File: src/rtl/fact_if.sv
// ============================================================================
// Module      : fact_if
// Description : Handshake/select bundle between the factorial control FSM
//               and the fact_datapath register stage.
// Revision    : 1.0 - initial release
// ============================================================================
`default_nettype none

interface fact_if #(
    parameter int WIDTH = 16
);
    logic             start;
    logic             clear;
    logic [WIDTH-1:0] n_in;
    logic [1:0]       WAsel;
    logic [1:0]       WBsel;
    logic [1:0]       next_s;
    logic [1:0]       cur_s;
    logic             z;
    logic             done;
    logic [WIDTH-1:0] result;
    logic             ovf;

    modport master (
        output start, clear, n_in, WAsel, WBsel, next_s,
        input  cur_s, z, done, result, ovf
    );

    modport slave (
        input  start, clear, n_in, WAsel, WBsel, next_s,
        output cur_s, z, done, result, ovf
    );
endinterface

`default_nettype wire

File: src/rtl/fact_datapath.sv
// ============================================================================
// Module      : fact_datapath
// Description : State register, operand A and accumulator B for the factorial
//               engine. Optional macro FACT_SAT_EN saturates B on overflow
//               instead of wrapping.
// Revision    : 1.0 - initial release
// ============================================================================
`default_nettype none

module fact_datapath #(
    parameter int WIDTH = 16
) (
    input  wire logic clk,
    input  wire logic reset,
    fact_if.slave     bus
);

    typedef enum logic [1:0] {
        Q0 = 2'b00,
        Q1 = 2'b01,
        Q2 = 2'b10,
        QX = 2'b11
    } state_t;

    state_t                 r_state;
    state_t                 w_state_nxt;
    logic [WIDTH-1:0]       r_a;
    logic [WIDTH-1:0]       r_b;
    logic                   r_ovf;
    logic [WIDTH-1:0]       w_op_a;
    logic [WIDTH-1:0]       w_a_dec;
    logic [2*WIDTH-1:0]     w_prod;
    logic                   w_prod_ovf;
    logic [WIDTH-1:0]       w_b_mul;

    // Next state: Q0 only advances on start, Q2 may be cleared, 11 recovers to Q0.
    always_comb begin
        w_state_nxt = r_state;
        case (r_state)
            Q0:      w_state_nxt = bus.start ? state_t'(bus.next_s) : Q0;
            Q1:      w_state_nxt = state_t'(bus.next_s);
            Q2:      w_state_nxt = bus.clear ? Q0 : state_t'(bus.next_s);
            default: w_state_nxt = Q0;
        endcase
        if (w_state_nxt == QX) begin
            w_state_nxt = Q0;
        end
    end

    always_ff @(posedge clk) begin
        if (reset) begin
            r_state <= Q0;
        end else begin
            r_state <= w_state_nxt;
        end
    end

    // A==0 multiplies by one so that 0! evaluates to 1.
    assign w_op_a     = (r_a == '0) ? WIDTH'(1) : r_a;
    assign w_a_dec    = (r_a == '0) ? '0 : (r_a - WIDTH'(1));
    assign w_prod     = (2*WIDTH)'(r_b) * (2*WIDTH)'(w_op_a);
    assign w_prod_ovf = |w_prod[2*WIDTH-1:WIDTH];

`ifdef FACT_SAT_EN
    assign w_b_mul = w_prod_ovf ? '1 : w_prod[WIDTH-1:0];
`else
    assign w_b_mul = w_prod[WIDTH-1:0];
`endif

    always_ff @(posedge clk) begin
        if (reset) begin
            r_a   <= '0;
            r_b   <= '0;
            r_ovf <= 1'b0;
        end else begin
            case (bus.WAsel)
                2'd1:    r_a <= w_a_dec;
                2'd2:    r_a <= bus.n_in;
                default: r_a <= r_a;
            endcase
            case (bus.WBsel)
                2'd0: begin
                    r_b   <= WIDTH'(1);
                    r_ovf <= 1'b0;
                end
                2'd1: begin
                    r_b <= w_b_mul;
                    if (w_prod_ovf) begin
                        r_ovf <= 1'b1;
                    end
                end
                default: r_b <= r_b;
            endcase
        end
    end

    assign bus.cur_s  = r_state;
    assign bus.z      = (r_a[WIDTH-1:1] == '0);
    assign bus.done   = (r_state == Q2);
    assign bus.result = r_b;
    assign bus.ovf    = r_ovf;

endmodule

`default_nettype wire

File: src/flat_wrapper.sv
// flat-port wrapper written by rule: the top's interface ports become plain ports
module fact_datapath_flat 
#(
    parameter int WIDTH = 16
)
  (clk, reset, bus_start, bus_clear, bus_n_in, bus_WAsel, bus_WBsel, bus_next_s, bus_cur_s, bus_z, bus_done, bus_result, bus_ovf);
  fact_if #(.WIDTH(WIDTH)) bus_i ();
  input  wire logic clk;
  input  wire logic reset;
  input wire logic [$bits(bus_i.start)-1:0] bus_start;
  input wire logic [$bits(bus_i.clear)-1:0] bus_clear;
  input wire logic [$bits(bus_i.n_in)-1:0] bus_n_in;
  input wire logic [$bits(bus_i.WAsel)-1:0] bus_WAsel;
  input wire logic [$bits(bus_i.WBsel)-1:0] bus_WBsel;
  input wire logic [$bits(bus_i.next_s)-1:0] bus_next_s;
  output wire logic [$bits(bus_i.cur_s)-1:0] bus_cur_s;
  output wire logic [$bits(bus_i.z)-1:0] bus_z;
  output wire logic [$bits(bus_i.done)-1:0] bus_done;
  output wire logic [$bits(bus_i.result)-1:0] bus_result;
  output wire logic [$bits(bus_i.ovf)-1:0] bus_ovf;
  assign bus_i.start = bus_start;
  assign bus_i.clear = bus_clear;
  assign bus_i.n_in = bus_n_in;
  assign bus_i.WAsel = bus_WAsel;
  assign bus_i.WBsel = bus_WBsel;
  assign bus_i.next_s = bus_next_s;
  assign bus_cur_s = bus_i.cur_s;
  assign bus_z = bus_i.z;
  assign bus_done = bus_i.done;
  assign bus_result = bus_i.result;
  assign bus_ovf = bus_i.ovf;
  fact_datapath #(.WIDTH(WIDTH)) u_core (.clk(clk), .reset(reset), .bus(bus_i));
endmodule
File: config.mk
export PLATFORM = sky130hd
export DESIGN_NAME = fact_datapath_flat
export DESIGN_NICKNAME = d
export VERILOG_FILES = /design/src/rtl/fact_if.sv /design/src/rtl/fact_datapath.sv /design/src/flat_wrapper.sv
export SDC_FILE = /design/constraint.sdc
export NUM_CORES = 1
export LEC_CHECK = 0
export BUFFER_PORTS_ARGS = -buffer_cell sky130_fd_sc_hd__buf_4
export CAP_MARGIN = 10
export CORE_MARGIN = 2
export CORE_UTILIZATION = 70
export CTS_CLUSTER_SIZE = 10
export DETAILED_ROUTE_END_ITERATION = 7
export GPL_ROUTABILITY_DRIVEN = 1
export HOLD_SLACK_MARGIN = 0.12
export PLACE_DENSITY = 0.88
export SLEW_MARGIN = 20
export SYNTH_ARGS = -nofsm -noshare
export SYNTH_HDL_FRONTEND = slang
export SYNTH_SLANG_ARGS = --single-unit
File: constraint.sdc
create_clock -name clk -period 19.5 [get_ports clk]
set_input_delay 3.9 -clock clk [delete_from_list [all_inputs] [get_ports clk]]
set_output_delay 3.9 -clock clk [all_outputs]
set_load 0.1 [all_outputs]
==> results.md, run 1 <==
- Post-DR wirelength/cell: between 15 and 20 um
- Worst-path clk slew: roughly 60 ps
- Clk Latency, worst-skew pair: slightly below 300 ps
- Commonest non-fill, non-tap cell in the layout: inv_1
- CP Buf/Inv Count: 4
- Max clock buf depth: 2
- Startpoint Class: flip-flop
- Fin nets: around 1500
- Final setup fails: 0
- Global placement routability congestion: approximately 0.96
- Starting Density: 0.718
- Peak supply drop: between 0.04 and 0.05 mV
- Resize count post-CTS: 0
- IO Pins: 47
- Layout area overhead: 4.18%
- Remaining DRCs: 0
- Die Wd: ~130 um
- Status: finished, final reports clean
- Tcrit/Tclk final: 0.389
- Avg Vias per Cell: just over 6
- Rows: 44
- Met2 Use GR: 0.602
- Vias: 8511
- Mapped Area: 0.0105 mm2
- Clk sinks: 35
- Post-CTS setup buffers: 0
- CP required: approximately 20000 ps
- Netlist cell types: 63
- CP most frequent cell: fa_1
- Grt met1 use: 0.442
- Worst R2R End: u_core.bus.ovf
- Hold crit path type: flip-flop to flip-flop
- Initial drt markers: 800
- Clk_skew: approximately 5.8 ps
- Slew Viols, Final: 0
- Syn_nets: about 1600
- Min cycle time layout: ~7600 ps
- Least-Margin Pin Slew: approximately 1100 ps
- Root Driver: clkbuf_16
- Final antenna-violating net count: 0
- Power density over the cells: ~27 mW/mm2
- Fmax: between 100 and 150 MHz
- Reg2reg start: u_core.r_a[2]
- Largest net degree at the start of global routing: 35
- Die Ht: between 100 and 150 um
- Pleak: approximately 5.1 nW
- Total congestion overflow: 0
- CP Capture Type: flip-flop
- Critical path data arrival time: 7770 ps
- Warnings from Yosys: 0
- Crit-path max cell delay: about 840 ps
- TritonCTS clock tree: built
- FILL cells: 990
- Hold path endpoint: u_core.r_a[0]
- Max cap viols: 0
- Cts hold-fix bufs: 0
- Sequential fraction of the synthesis area: 0.0669
- Area after DPL: approximately 0.011 mm2
- CTS buffer count: 5
- Fin Setup TNS: 0 ps
- H-tree levels: 2
- R2R Setup Slk: 11910 ps
- Primary FF master, synth: dfxtp_1
- R2r worst-path depth: 24
- Gate Count Post-Synth: 1230
- Worst-path cell chain: nor2b_1, nand2_1, nor2_2, a21oi_1, buf_4, nand2_1, fa_1, fa_1, inv_1, fa_1, fa_1, fa_1, inv_1, fa_1, inv_1, ha_1, nand2_1, or3_1, o211ai_1, a21boi_0, mux2i_1, nor2_1, nand4_1, o41a_1
- Crit-path max FO: 20
- Yosys reg bits: 35
- Die area: around 0.016 mm2
- Worst path depth: 24
- HPWL after detailed placement: between 20000 and 25000 um
- Cell family with most CP delay: adder cells
- Port bufs: 46
- Gr usage total: 0.347
- Initial antenna violation count: 0
- Share of cells above drive strength 1: 0.0666
- Core area: 0.0146 mm2
- Post-synthesis async set-or-reset flop share: 0
- WL final: about 26000 um
- Post-synth EDFFs: 0
- HP Start: u_core.r_a[0]
- First-pass GRT wire length: about 44000 um
- Leading cell types in the layout, fill and taps excluded: inv_1 (225), fa_1 (194), nand2_1 (160)
- Top Usage Layer GRT: met2
- Max stage delay cell, worst path: dfxtp_1
- Fin util: 0.748
- Hold Path Depth: 2
- Drt pass-1 iters: 6
- RSZ-0062 raised after global routing: no
- Number of global-route vias before repair: about 9000
- Slew HR: 0.299
- Finished Cell Area: around 0.011 mm2
- Syn_area_per_cell: 8.52 um2
- Endpoints failing hold: 0
- Critical path class: flip-flop to flip-flop
- Met3 track demand over resource: 0.0388
cell usage after synthesis, types with 6 or more instances:
library cell / count / area share
nand2b_1: 7 / 0.0042
xor2_1: 10 / 0.0084
nor2_1: 50 / 0.018
mux2i_1: 7 / 0.0067
ha_1: 106 / 0.13
clkbuf_1: 63 / 0.023
dfxtp_1: 35 / 0.067
fa_1: 194 / 0.37
a21oi_1: 49 / 0.023
nand3_1: 9 / 0.0043
nor3_1: 11 / 0.0053
nand4_1: 12 / 0.0072
o21ai_0: 19 / 0.0091
and2_1: 132 / 0.079
nor4_1: 6 / 0.0036
xnor2_1: 13 / 0.011
nand2_1: 160 / 0.057
a21o_1: 13 / 0.0093
nor2b_1: 8 / 0.0048
a22oi_1: 19 / 0.014
inv_1: 225 / 0.081
how the worst max path moves through the flow:
| stage | slack, ps | from | end |
|---|---|---|---|
| 3_3_place_gp | 12270 | u_core.r_a[2] | u_core.bus.ovf |
| 3_5_place_dp | 12100 | u_core.r_a[7] | u_core.bus.ovf |
| 2_1_floorplan | 11680 | u_core.r_a[14] | bus_z |
| 6_report | 11910 | u_core.r_a[2] | u_core.bus.ovf |
| 5_1_grt | 11540 | u_core.r_a[2] | u_core.bus.ovf |
| 4_1_cts | 12030 | u_core.r_a[2] | u_core.bus.ovf |
cells by family (layout without fill, tap and decap cells):
family,Yosys count,count (layout),share of synthesized area
and+or+nand+nor,421,421,0.203
xor gates and xnor gates,23,23,0.0192
muxes,8,8,0.00776
buffers and inverters,296,282,0.110
other,0,1,0
AOI/OAI and AO/OA,147,147,0.0958
adders and majority gates,300,300,0.497
DFF,35,35,0.0669
per-layer routing:
| layer | part of all wire | wire length (um) |
|---|---|---|
| met5 | 0 | 0 |
| met4 | 0.045 | 1190 |
| met3 | 0.085 | 2220 |
| met2 | 0.50 | 13200 |
| met1 | 0.37 | 9580 |
worst reg2reg max path, stage by stage (launching register included):
cell	delay (ps)
dfxtp_1	840
nor2b_1	260
nand2_1	200
nor2_2	100
a21oi_1	210
buf_4	260
nand2_1	110
fa_1	550
fa_1	560
inv_1	60
fa_1	480
fa_1	520
fa_1	490
inv_1	50
fa_1	470
inv_1	50
ha_1	440
nand2_1	210
or3_1	340
o211ai_1	290
a21boi_0	220
mux2i_1	160
nor2_1	110
nand4_1	100
o41a_1	410
state kept, by name, indices dropped and copies added (netlist names):
name               count
u_core.r_a            16
u_core.bus.ovf         1
u_core.bus.cur_s       2
u_core.bus.result     16
layout make-up:
class | instances | area (um2) | area share
clock inverters | 2 | 12.5 | 0.00115
flip-flops and latches | 35 | 701 | 0.0642
well taps | 184 | 230 | 0.0211
clock buffers | 6 | 129 | 0.0118
diodes | 1 | 2.50 | 0.000229
repair buffers | 49 | 368 | 0.0337
inverters | 225 | 845 | 0.0774
multi-input cells | 899 | 8630 | 0.790
report_power, final:
part | switching (mW) | internal, mW | total [mW]
clock network | 0.0348 | 0.0473 | 0.0820
registers | 0.0318 | 0.0773 | 0.109
logic | 0.0666 | 0.0360 | 0.103
total | 0.133 | 0.161 | 0.294
metrics by stage:
stage               power (mW)  instances  setup WS (ps)  hold WS [ps]
floorplan                0.176       1230          11680           494
global placement         0.204       1392          12270           559
detailed placement       0.208       1392          12100           552
CTS                      0.289       1400          12030           569
global route             0.308       1400          11540           627
finish                   0.294       1401          11910           572
Note: power is estimated with default switching activity, not from simulation.
==> run 2, diff against run 1 <==
--- a/config.mk
+++ b/config.mk
@@ -8,12 +8,12 @@
 export BUFFER_PORTS_ARGS = -buffer_cell sky130_fd_sc_hd__buf_4
 export CAP_MARGIN = 10
 export CORE_MARGIN = 2
-export CORE_UTILIZATION = 70
+export CORE_UTILIZATION = 59
 export CTS_CLUSTER_SIZE = 10
 export DETAILED_ROUTE_END_ITERATION = 7
 export GPL_ROUTABILITY_DRIVEN = 1
 export HOLD_SLACK_MARGIN = 0.12
-export PLACE_DENSITY = 0.88
+export PLACE_DENSITY = 0.79
 export SLEW_MARGIN = 20
 export SYNTH_ARGS = -nofsm -noshare
 export SYNTH_HDL_FRONTEND = slang
==> constraint.sdc (replaced) <==
create_clock -name clk -period 6.6 [get_ports clk]
set_input_delay 1.32 -clock clk [delete_from_list [all_inputs] [get_ports clk]]
set_output_delay 1.32 -clock clk [all_outputs]
set_load 0.1 [all_outputs]
==> run 2 against run 1 <==
Worst hold slack improved by 63 ps. Highest routed layer unchanged. Critical path depth increased by 1. Clock power increased to 2.9 times the previous value. Global-route usage decreased by 4.6 points. Critical endpoint unchanged.
==> results.md, run 2 (synthesis results as in run 1) <==
- Status: finished, final reports clean
- Tcrit/Tclk final: 0.996
- Clk_skew: between 6 and 7 ps
- Remaining DRCs: 0
- Cts hold-fix bufs: 0
- H-tree levels: 2
- Critical path data arrival time: between 6000 and 7000 ps
- R2r worst-path depth: 25
- Peak supply drop: around 0.14 mV
- Worst-path clk slew: about 60 ps
- FILL cells: ~1300
- Total congestion overflow: 0
- Min cycle time layout: between 6000 and 7000 ps
- HPWL after detailed placement: 20600 um
- Clk Latency, worst-skew pair: 290 ps
- First-pass GRT wire length: between 40000 and 50000 um
- Hold Path Depth: 3
- Initial drt markers: ~660
- FF+latch area: approximately 710 um2
- TritonCTS clock tree: built
- Worst R2R End: u_core.bus.ovf
- Fin Setup TNS: 0 ps
- Gr usage total: 0.302
- Slew Viols, Final: 0
- Root Driver: clkbuf_16
- Final antenna-violating net count: 0
- Avg Vias per Cell: a little under 6
- Die Ht: 137 um
- CP Capture Type: flip-flop
- Worst setup margin: 27.6 ps
- Endpoints failing hold: 0
- Hold path endpoint: u_core.r_a[0]
- Vias: around 8700
- RSZ-0062 raised after global routing: yes
- CTS buffer count: 5
- Fmax: ~150 MHz
- Starting Density: 0.604
- Least-Margin Pin Slew: 1050 ps
- Final setup fails: 0
- Number of global-route vias before repair: 8921
- CP most frequent cell: fa_1
- Hold crit path type: flip-flop to flip-flop
- Commonest non-fill, non-tap cell in the layout: inv_1
- Max cap viols: 0
- Critical path class: flip-flop to flip-flop
- Core area: ~0.017 mm2
- Leading cell types in the layout, fill and taps excluded: inv_1 (221), fa_1 (190), nand2_1 (154)
- Startpoint Class: flip-flop
- Pre-CTS setup slack: -147 ps
- Drt pass-1 iters: 5
- Multi-input gate area: 0.00890 mm2
- Global placement routability congestion: approximately 0.93
- Max clock buf depth: 2
- Max stage delay cell, worst path: fa_1
- Pleak: 5.50 nW
- Share of cells above drive strength 1: 0.150
- HP Start: u_core.r_a[0]
- Fin nets: approximately 1600
- R2R Setup Slk: between 20 and 30 ps
- Diodes inserted: 0
- Initial antenna violation count: 0
- Crit-path max cell delay: 550 ps
- Clk sinks: 35
- Rows: 48
- Die area: approximately 0.019 mm2
- WL final: approximately 27000 um
- Slew HR: 0.303
- Power density over the cells: ~86 mW/mm2
- Port bufs: 46
- Layout area overhead: 12.3%
- Final hold slack: between 600 and 700 ps
- IO Pins: 47
- Post-DR wirelength/cell: between 15 and 20 um
- CP required: 6770 ps
- Die Wd: approximately 140 um
- Crit-path max FO: 5
- Largest net degree at the start of global routing: 35
- Reg2reg start: u_core.r_a[6]
==> run 2: cell count changes in the layout (fill, tap and decap cells not counted), moves of 4 or more <==
cell / previous run / this run
dfxtp_1: 35 / 27
nand2_2: 0 / 5
inv_2: 0 / 4
ha_1: 106 / 96
a21oi_1: 49 / 45
buf_4: 49 / 110
ha_4: 0 / 10
dfxtp_2: 0 / 8
fa_2: 0 / 4
inv_1: 225 / 221
nand2_1: 160 / 154
fa_1: 194 / 190
==> run 2: through the flow <==
step / cells / cell area (um2) / power, mW / utilization
detailed placement: 1488 / 11300 / 0.696 / 0.650
CTS: 1500 / 11600 / 0.952 / 0.666
floorplan: 1230 / 10500 / 0.534 / -
global placement: 1488 / 11300 / 0.688 / 0.650
finish: 1506 / 11800 / 1.01 / 0.678
global route: 1506 / 11800 / 1.05 / 0.678
==> run 2: cell type report <==
class	instances	area share
multi-input combinational	900	0.757
timing repair buffer	114	0.0748
inverter	225	0.0718
sequential	35	0.0604
tap	225	0.0239
clock buffer	6	0.0118
clock inverter	1	0.000426
==> run 2: power breakdown <==
group | internal, mW | switching, mW
Combinational | 0.185 | 0.332
Clock | 0.147 | 0.0911
Sequential | 0.229 | 0.0209
==> run 2: how the worst max path moves through the flow <==
stage                          start             end  slack [ps]
2_1_floorplan  u_core.bus.result[13]  u_core.bus.ovf           2
3_3_place_gp           u_core.r_a[0]  u_core.bus.ovf         -30
3_5_place_dp           u_core.r_a[0]  u_core.bus.ovf        -150
4_1_cts                u_core.r_a[0]  u_core.bus.ovf           6
5_1_grt                u_core.r_a[6]  u_core.bus.ovf        -190
6_report               u_core.r_a[6]  u_core.bus.ovf          30
==> run 2: repair_timing <==
action / CTS / global route
setup endpoints to repair: 1 / 1
hold endpoints to repair: 0 / 0
setup buffers: 4 / 7
resized for setup: 16 / 34
gates cloned: 1 / 0
pin swaps: 20 / 35
==> run 2: routing by layer <==
layer / vias up / wire length, um / track usage
met3: 79 / 1650 / 0.0320
met2: 357 / 13500 / 0.509
met4: 0 / 1090 / 0.120
met5: - / 0 / 0
met1: 4329 / 11100 / 0.400
li1: 3912 / - / -
==> run 2: critical path: cells and delay by family, from the launching register on <==
kind | cells | cell delay, ps
flops | 1 | 330
mux | 1 | 180
buf+inv | 6 | 580
simple gates | 8 | 1470
compound gates | 3 | 680
fa+ha+maj | 7 | 3210
==> run 3, diff against run 2 <==
--- a/config.mk
+++ b/config.mk
@@ -13,6 +13,7 @@
 export DETAILED_ROUTE_END_ITERATION = 7
 export GPL_ROUTABILITY_DRIVEN = 1
 export HOLD_SLACK_MARGIN = 0.12
+export MAX_ROUTING_LAYER = met4
 export PLACE_DENSITY = 0.79
 export SLEW_MARGIN = 20
 export SYNTH_ARGS = -nofsm -noshare
==> run 3 against run 2 <==
Clock skew decreased by 0.73 ps. Non-clock buffer count increased by 7. Utilization increased by 0.38 points. First-iteration DRC count decreased by 13%. Design area increased by 0.56%. Largest cell class unchanged. Largest power group unchanged.
==> results.md, run 3 (synthesis results as in run 1) <==
- Layout area overhead: 12.9%
- Core area: roughly 0.017 mm2
- Gr usage total: 0.311
- Tcrit/Tclk final: 0.973
- Critical path class: flip-flop to flip-flop
- Remaining DRCs: 0
- Fmax: between 150 and 200 MHz
- Initial drt markers: 579
- Commonest non-fill, non-tap cell in the layout: inv_1
- FILL cells: around 1300
- Share of cells above drive strength 1: 0.160
- R2R Setup Slk: between 150 and 200 ps
- Slew Viols, Final: 0
- Worst R2R End: u_core.bus.ovf
- WL final: 27100 um
- Final antenna-violating net count: 0
- Number of global-route vias before repair: 8997
- HP Start: u_core.bus.result[8]
- Avg Vias per Cell: about 5.7
- Critical path data arrival time: roughly 6600 ps
- Hold Path Depth: 2
- Fin util: 0.681
- Finished Cell Area: 0.0118 mm2
- FF+latch area: 709 um2
- Multi-input gate area: a little under 0.009 mm2
- Final setup fails: 0
- Initial antenna violation count: 0
- TritonCTS clock tree: built
- Rows: 48
- CTS buffer count: 5
- Least-Margin Pin Slew: slightly below 1000 ps
- Leading cell types in the layout, fill and taps excluded: inv_1 (220), fa_1 (187), nand2_1 (156)
- Die area: between 0.015 and 0.02 mm2
- IO Pins: 47
- Largest net degree at the start of global routing: 35
- Startpoint Class: flip-flop
- Max cap viols: 0
- Clk sinks: 35
- Fin nets: roughly 1600
- Peak supply drop: 0.141 mV
- Hold path endpoint: u_core.bus.result[8]
- Die Ht: ~140 um
- Die Wd: about 140 um
- Post-DR wirelength/cell: between 15 and 20 um
- Cts hold-fix bufs: 0
- Endpoints failing hold: 0
- Starting Density: 0.604
- Pleak: approximately 5.6 nW
- Worst-path clk slew: 60 ps
- Vias: approximately 8700
- Area after DPL: between 0.01 and 0.015 mm2
- Fin Setup TNS: 0 ps
- R2r worst-path depth: 27
- Power density over the cells: 83.3 mW/mm2
- HPWL after detailed placement: about 21000 um
- Clk_skew: 5.63 ps
- Port bufs: 46
- Total power: 0.985 mW
- CP required: approximately 6800 ps
- Total congestion overflow: 0
- Clk Latency, worst-skew pair: just under 300 ps
- Hold crit path type: flip-flop to flip-flop
- First-pass GRT wire length: between 40000 and 50000 um
- Crit-path max FO: 5
- CP Capture Type: flip-flop
- Drt pass-1 iters: 6
- Global placement routability congestion: approximately 0.96
- Min cycle time layout: 6420 ps
- Status: finished, final reports clean
- Root Driver: clkbuf_16
- Reg2reg start: u_core.r_a[1]
- H-tree levels: 2
- Slew HR: 0.342
- Diodes inserted: 0
- Max clock buf depth: 2
[run 3: cell count changes in the layout (fill, tap and decap cells not counted), moves of 2 or more]
cell / change
a21oi_2: +3
buf_4: +8
nand2_1: +2
a21oi_1: -3
nand2_2: -3
fa_1: -3
o21ai_2: +3
fa_2: +3
[run 3: where the power goes]
part | leakage [nW] | internal (mW) | total, mW | switching (mW)
sequential | 0.288 | 0.229 | 0.246 | 0.0170
clock | 0.0727 | 0.147 | 0.242 | 0.0942
combinational | 5.19 | 0.181 | 0.497 | 0.316
total | 5.55 | 0.558 | 0.985 | 0.427
[run 3: cell type report]
class                   instances  area share
clock buffers                   6      0.0117
clock inverters                 1    0.000423
inverters                     225      0.0714
multi-input cells             899       0.754
flip-flops and latches         35      0.0600
well taps                     225      0.0238
repair buffers                121      0.0785
[run 3: what timing repair did]
item,in CTS,in global routing
endpoints found under the setup margin,1,2
gates resized for setup,21,39
pin swaps,23,43
setup buffers,7,4
cloned,0,0
[run 3: layer usage]
| metal | track usage | wire length (um) | vias to the layer above |
|---|---|---|---|
| met2 | 0.524 | 13700 | 332 |
| met5 | - | 0 | - |
| met4 | 0.111 | 935 | 0 |
| li1 | - | - | 3927 |
| met3 | 0.0364 | 1760 | 72 |
| met1 | 0.389 | 10700 | 4332 |
[run 3: stage by stage]
step	hold WS (ps)	setup slack (ps)	cells
2_1_floorplan	505	2.17	1230
3_3_place_gp	492	-44.7	1494
3_5_place_dp	501	-145	1494
4_1_cts	514	0.710	1508
5_1_grt	545	-40.8	1512
6_report	516	181	1512
[run 3: worst max-delay path by stage]
stage	startpoint	end	slack (ps)
2_1_floorplan	u_core.bus.result[13]	u_core.bus.ovf	2
3_3_place_gp	u_core.r_a[0]	u_core.bus.ovf	-40
3_5_place_dp	u_core.r_a[0]	u_core.bus.ovf	-150
4_1_cts	u_core.r_a[0]	u_core.bus.ovf	0.7
5_1_grt	u_core.r_a[1]	u_core.bus.ovf	-40
6_report	u_core.r_a[1]	u_core.bus.ovf	180
[run 3: worst max-delay path, cell delays in order (launching register included)]
cell	delay, ps
dfxtp_1	340
inv_2	60
ha_4	160
nor2b_4	130
nand2_2	100
nor2_4	50
a21oi_4	180
buf_12	140
nand2_1	70
fa_1	560
fa_1	440
fa_1	510
inv_1	50
fa_1	490
fa_1	510
inv_1	60
fa_1	470
inv_1	60
ha_4	240
a21o_1	200
a31oi_4	170
nor3b_4	210
nand3_2	160
a31oi_4	230
o21ai_2	90
a21oi_2	150
xnor2_1	80
o41a_1	420
